===== src/rtl/uart_rx_fifo.sv =====
// 8N1 UART receiver with a small output FIFO.
// Serial bytes are synchronized, deframed and queued for a valid/ready consumer.
module uart_rx_fifo #(
  parameter int CLKS_PER_BIT = 434,
  parameter int FIFO_AW      = 2
) (
  input  logic       clk,
  input  logic       rst,
  input  logic       rxd,
  output logic [7:0] rx_data,
  output logic       rx_valid,
  input  logic       rx_ready,
  output logic       frame_err,
  output logic       overrun
);

  localparam int CW    = $clog2(CLKS_PER_BIT);
  localparam int DEPTH = 1 << FIFO_AW;

  localparam logic [CW-1:0] HALF =
    CW'(CLKS_PER_BIT / 2 - 1);
  localparam logic [CW-1:0] LAST =
    CW'(CLKS_PER_BIT - 1);
  localparam logic [CW-1:0] CNT_ONE = CW'(1);
  localparam logic [FIFO_AW:0] PTR_ONE =
    (FIFO_AW+1)'(1);

  typedef enum logic [2:0] {
    IDLE,
    START,
    DATA,
    STOP,
    BRK
  } state_t;

  state_t          state, state_nx;
  logic            rxd_m, rxd_s;
  logic [CW-1:0]   bit_cnt, bit_cnt_nx;
  logic [2:0]      bit_idx, bit_idx_nx;
  logic [7:0]      shreg, shreg_nx;
  logic            push, ferr;

  logic [7:0]       mem [DEPTH];
  logic [FIFO_AW:0] wr_ptr, rd_ptr;
  logic             empty, full, pop, wr_en;

  // Two-flop synchronizer, idle-high after reset
  always_ff @(posedge clk or posedge rst) begin
    if (rst) begin
      rxd_m <= 1'b1;
      rxd_s <= 1'b1;
    end else begin
      rxd_m <= rxd;
      rxd_s <= rxd_m;
    end
  end

  // Receiver state, baud counter, bit index and shifter
  always_ff @(posedge clk or posedge rst) begin
    if (rst) begin
      state   <= IDLE;
      bit_cnt <= '0;
      bit_idx <= '0;
      shreg   <= '0;
    end else begin
      state   <= state_nx;
      bit_cnt <= bit_cnt_nx;
      bit_idx <= bit_idx_nx;
      shreg   <= shreg_nx;
    end
  end

  // Next-state logic; push/ferr fire on the stop-bit sample
  always_comb begin
    state_nx   = state;
    bit_cnt_nx = (bit_cnt == LAST) ? '0
                                   : bit_cnt + CNT_ONE;
    bit_idx_nx = bit_idx;
    shreg_nx   = shreg;
    push       = 1'b0;
    ferr       = 1'b0;
    unique case (state)
      IDLE: begin
        bit_cnt_nx = '0;
        if (!rxd_s) state_nx = START;
      end
      START: begin
        if (bit_cnt == HALF) begin
          if (rxd_s) begin
            state_nx = IDLE;
          end else begin
            state_nx   = DATA;
            bit_cnt_nx = '0;
            bit_idx_nx = '0;
          end
        end
      end
      DATA: begin
        if (bit_cnt == LAST) begin
          shreg_nx   = {rxd_s, shreg[7:1]};
          bit_idx_nx = bit_idx + 3'd1;
          if (bit_idx == 3'd7) state_nx = STOP;
        end
      end
      STOP: begin
        if (bit_cnt == LAST) begin
          if (rxd_s) begin
            push     = 1'b1;
            state_nx = IDLE;
          end else begin
            ferr     = 1'b1;
            state_nx = BRK;
          end
        end
      end
      BRK: begin
        bit_cnt_nx = '0;
        if (rxd_s) state_nx = IDLE;
      end
      default: state_nx = IDLE;
    endcase
  end

  assign empty = (wr_ptr == rd_ptr);
  assign full  =
    (wr_ptr[FIFO_AW-1:0] == rd_ptr[FIFO_AW-1:0]) &&
    (wr_ptr[FIFO_AW] != rd_ptr[FIFO_AW]);
  assign pop   = !empty && rx_ready;
  assign wr_en = push && (!full || pop);

  assign rx_valid = !empty;
  assign rx_data  = mem[rd_ptr[FIFO_AW-1:0]];

  // FIFO storage and pointers; a same-cycle pop makes room
  always_ff @(posedge clk or posedge rst) begin
    if (rst) begin
      wr_ptr <= '0;
      rd_ptr <= '0;
      for (int i = 0; i < DEPTH; i++) mem[i] <= '0;
    end else begin
      if (wr_en) begin
        mem[wr_ptr[FIFO_AW-1:0]] <= shreg;
        wr_ptr <= wr_ptr + PTR_ONE;
      end
      if (pop) rd_ptr <= rd_ptr + PTR_ONE;
    end
  end

  // Registered error pulses
  always_ff @(posedge clk or posedge rst) begin
    if (rst) begin
      frame_err <= 1'b0;
      overrun   <= 1'b0;
    end else begin
      frame_err <= ferr;
      overrun   <= push && full && !pop;
    end
  end

endmodule


===== config.mk =====
export PLATFORM = sky130hd
export DESIGN_NAME = uart_rx_fifo
export DESIGN_NICKNAME = d
export VERILOG_FILES = /design/src/rtl/uart_rx_fifo.sv
export SDC_FILE = /design/constraint.sdc
export NUM_CORES = 1
export LEC_CHECK = 0
export BUFFER_PORTS_ARGS = -buffer_cell sky130_fd_sc_hd__buf_2
export CORE_MARGIN = 2
export CORE_UTILIZATION = 60
export CTS_CLUSTER_DIAMETER = 100
export CTS_CLUSTER_SIZE = 30
export DETAILED_ROUTE_END_ITERATION = 6
export GPL_ROUTABILITY_DRIVEN = 0
export PLACE_DENSITY_LB_ADDON = 0.25
export SETUP_SLACK_MARGIN = 0.15
export SYNTH_ARGS = -nofsm -noshare
export SYNTH_HDL_FRONTEND = slang
export SYNTH_SLANG_ARGS = --single-unit

===== constraint.sdc =====
create_clock -name clk -period 4 [get_ports clk]
set_input_delay 0.2 -clock clk [delete_from_list [all_inputs] [get_ports clk]]
set_output_delay 0.2 -clock clk [all_outputs]
set_load 0.05 [all_outputs]

### Word-level counts from Yosys, hierarchy flattened

Cells that the tools add are included.

* order comparisons: 3
* add/sub/neg operators: 4
* reduce and logical (&&, ||, !) cells: 16
* multiplexer cells: 29
* bitwise gates (word level): 2
* eq/ne operators: 17

Operator list (number)
* $bwmux W32: 1
* $mux W3: 10
* $mux W9: 3
* $mux W8: 3
* $pmux W9 S2: 1
* $bmux W8 S2: 1
* $demux W8 S2: 1
* $pmux W3 S5: 1
* $ne A2 B2 Y1 const B: 7
* $add A3 B1 Y3 const B: 3
* $add A9 B1 Y9 const B: 1
* $eq A9 B8 Y1 const B: 1
* $eq A9 B9 Y1 const B: 1
* $eq A3 B2 Y1 const B: 2
* $eq A3 B3 Y1 const B: 2
* $ge A3 B3 Y1 const B: 2
* $logic_and A1 B1 Y1: 6
* $mux W1: 6
* $not A2 Y3: 2
* $pmux W3 S2: 1
* $reduce_and A6 Y1: 1
* $reduce_and A4 Y1: 1
* $eq A3 B1 Y1 const B: 1
* $eq A3 B3 Y1: 1
* 10 further kinds: 12

* output and inout bits: 11
* bits in registers: 65
* input bits: 4

### Longest topological paths before layout

* depth after elaboration: 6
* mapped depth: 7

### Worst setup path before layout

No wires, ideal clock.

* path type: register to register
* start: reg bit_cnt[1]
* end: reg mem[0] (netlist bit)
* clock period less this slack: 1.926 ns
* arrival time: 1.802 ns
* data required time: 3.875 ns
* path buffers: 0
* cell stages (with the launch flop): 7
* slack: 2.074 ns
* cell sequence: dfrtp_1 > inv_1 > ha_1 > and4bb_2 > nand4_4 > nor3_4 > mux2_2

* cells in the longest elaborated chain, start to end: 4

Ends and longest elaborated chain
* start: declaration: RTL line 38 `logic [CW-1:0] bit_cnt, bit_cnt_nx;`
* start signal: assignment: RTL line 67 `bit_cnt <= bit_cnt_nx;`
* $eq A9 B9 Y1: RTL line 106 `if (bit_cnt == LAST) begin`
* $mux W1: RTL line 106
* $mux W1: RTL line 82 `unique case (state)`
* $logic_and A1 B1 Y1: RTL line 129 `assign wr_en = push && (!full || pop);`
* end signal: indexed assignment: RTL line 142 `mem[wr_ptr[FIFO_AW-1:0]] <= shreg;`
* end: declaration: RTL line 43 `logic [7:0] mem [DEPTH];`

No other way between the ends.
A chain may end at the register's enable or synchronous reset.

### Final worst setup path

* start: reg rd_ptr[0]
* end: reg mem[11] (netlist bit)

* cells in the longest elaborated chain, start to end: 5
* elaborated cells on any way between the ends: 8

Ends and longest elaborated chain
* start: declaration: RTL line 44 `logic [FIFO_AW:0] wr_ptr, rd_ptr;`
* start signal: assignment: RTL line 145 `if (pop) rd_ptr <= rd_ptr + PTR_ONE;`
* $eq A3 B3 Y1 or $eq A2 B2 Y1 (tied branches): RTL line 124, 126
* $logic_not A1 Y1 or $logic_and A1 B1 Y1 (tied branches): RTL line 128, 126
* $logic_and A1 B1 Y1 or $logic_not A1 Y1 (tied branches): RTL line 128, 129
* $logic_or A1 B1 Y1 (*): RTL line 129
* $logic_and A1 B1 Y1 (*): RTL line 129

Every way passes the cells marked *; elsewhere a longest branch is shown, timed or not.

==> reports/qor.yml <==
routing:
  drt_iter0_drc: 79
  antenna_left: 0
  vias_per_cell: 5.60
  finalWirelength_um: 5310
  drc: 0
  wire_per_inst_um: 15.9
  vias: 1871
  drt_first_pass_iters: 4
global_route:
  antenna_found_initial: 0
  grt_max_degree: 50
  track_usage_pct: 20.9
  first_global_vias: 1763
  grt_pass1_wl_um: 8570
  overflow: 0
run_status:
  status: "complete, no violations"
yosys:
  synthArstFlopShare_pct: 100
  synthTopCellsByArea: "dfrtp_1 51%, mux2_2 13%, mux4_1 5.1%"
  synthesis.area_um2: 3090
  synthFlopType: "dfrtp_1"
  synth_cell_types: 41
  synth_cells: 240
  synth_edf_count: 0
  syn-num-nets: 254
  synth_top_area_share_pct: 51.1
  synth-seq-cells: 65
  yosys_warnings: 0
  seq_area_frac_synth_pct: 52.8
  yosys.area.top_type: "dfrtp_1"
  avgSynthCellArea_um2: 12.9
critical_path:
  start_kind: "flip-flop"
  cp_max_fo: 11
  arrival_ns: 2.58
  cp-end-kind: "flip-flop"
  worst-setup-path-type: "reg -> reg"
  crit_required_ns: 4.22
cts:
  post_cts_buffers: 0
  clk_latency_ns: 0.35
  clk_pin_slew_ns: 0.08
  h-tree-depth: 3
  ctsHoldBuffers: 2
  clock-sinks: 65
  cts.repair.resized: 0
  root_buffer: "clkbuf_8"
  tritoncts: "yes"
  clockBufferDepth: 2
  numCtsBuffers: 9
sta:
  hold_violations: 0
  slew_violations: 0
  fin_setup_tns_ns: 0
  fin_crit_ns: 2.35
  finalCritPeriodShare_pct: 58.9
  relSlewSlack_pct: 60.3
  setup_viol_count_final: 0
  clock.fmax_ghz: 0.425
  tightest_slew_ns: 0.595
  finClkSkew_ns: 0.0110
  rsz0062_at_grt: "no"
placement:
  hpwlAfterDp_um: 3590
  port_buffers: 14
  place_area_um2: 3190
power_and_ir_drop:
  max-vdd-ir-drop_v: 0.000364
  p_leak_nw: 1.66
  p_total_mw: 1.49
  pwr_density_cell_nw_per_um2: 432
cells_and_area:
  area_delta_synth_final_pct: 11.6
  fillers: 367
  drive_gt1_share_pct: 29.5
  diodes: 0
  finalInstanceArea_um2: 3440
  fin_util_pct: 68.3
  layout_commonest_cell: "dfrtp_1"
  fin_nets: 273
  final_cell_mix: "63 x dfrtp_1, 35 x mux2_2, 34 x nand2_1"
die:
  start_util_pct: 61.2
  die_y_um: 75.7
  io_pins: 15
  core_area_um2: 5040
  die_width_um: 75.7
  rows: 26
  die_area_um2: 5730
worst_hold_path:
  min_path_type: "in -> reg"
run:
  max-cap-violations: 0
## where the power goes
part           total (mW)  switching (mW)  internal, mW
clock               0.629           0.259         0.370
sequential          0.729          0.0545         0.674
combinational       0.130          0.0620        0.0675
## sequential cells by signal, indices dropped and copies added, names as in the netlist
signal	flops
mem	32
state	3
rd_ptr	3
overrun	1
bit_cnt	9
rxd_s	1
shreg	8
frame_err	1
bit_idx	3
rxd_m	1
wr_ptr	3
## cell type report
cell class / count / area (µm²) / share of cell area, %
clock buffer: 10 / 138 / 4.00
clock inverter: 6 / 90.1 / 2.62
inverter: 9 / 33.8 / 0.981
multi-input combinational: 157 / 1370 / 39.7
sequential: 65 / 1630 / 47.3
tap: 70 / 87.6 / 2.54
timing repair buffer: 17 / 97.6 / 2.84
## Yosys cell counts, types with 2 or more instances
master and number:
mux4_1 6, and3_1 3, xnor2_1 10, nor3_4 4, dfrtp_1 63, inv_1 9
nor3_1 3, xor2_1 4, buf_6 2, dfstp_2 2, nand3_1 6, and4b_1 2
ha_1 10, clkbuf_2 2, mux2_2 35, a22o_1 2, nand2_1 34, clkbuf_1 3
nor2b_1 2, nor2_1 16, mux4_2 2
## worst max-delay path, stage by stage (launching register included)
cell     delay (ns)
dfrtp_1        0.71
xnor2_1        0.19
and4b_1        0.37
nor3_4         0.56
mux2_2         0.40
## path summary, 6_finish.rpt
path	start	end	slack, ns	cells past startpoint
setup / recovery	rd_ptr[0]$_DFFE_PP0P_	mem[11]$_DFFE_PP0P_	1.65	4
hold / removal	rx_ready	rd_ptr[2]$_DFFE_PP0P_	0.16	3
setup reg to reg	rd_ptr[0]$_DFFE_PP0P_	mem[11]$_DFFE_PP0P_	1.65	4
hold reg to reg	rxd_m$_DFF_PP1_	rxd_s$_DFF_PP1_	0.36	0
max in group asynchronous	rst	wr_ptr[2]$_DFFE_PP0P_	2.72	4
min in group asynchronous	rst	bit_cnt[1]$_DFF_PP0_	0.36	3
## metrics by stage
| step | setup slack, ns | instances | hold slack [ns] |
|---|---|---|---|
| 2_1_floorplan | 2.07 | 240 | 0.204 |
| 3_3_place_gp | 1.72 | 316 | 0.182 |
| 3_5_place_dp | 1.62 | 316 | 0.187 |
| 4_1_cts | 1.61 | 334 | 0.145 |
| 5_1_grt | 1.51 | 334 | 0.154 |
| 6_report | 1.65 | 334 | 0.159 |
## cell families (layout without fill, tap and decap cells)
| group | count (synthesis) | after routing | synth area share [%] |
|---|---|---|---|
| xor+xnor | 14 | 14 | 3.97 |
| compound gates | 10 | 10 | 2.55 |
| fa+ha+maj | 10 | 10 | 4.06 |
| simple gates | 79 | 79 | 14.0 |
| mux | 44 | 44 | 19.7 |
| flops | 65 | 65 | 52.8 |
| buf+inv | 18 | 42 | 2.92 |
## metal layers
layer / routed length, µm / GRT usage (%) / up-vias
li1: - / - / 877
met1: 2670 / 30.3 / 959
met2: 2400 / 29.4 / 29
met3: 157 / 6.35 / 6
met4: 80 / 8.77 / 0
met5: 0 / 0 / -
(Power assumes the default switching activity.)
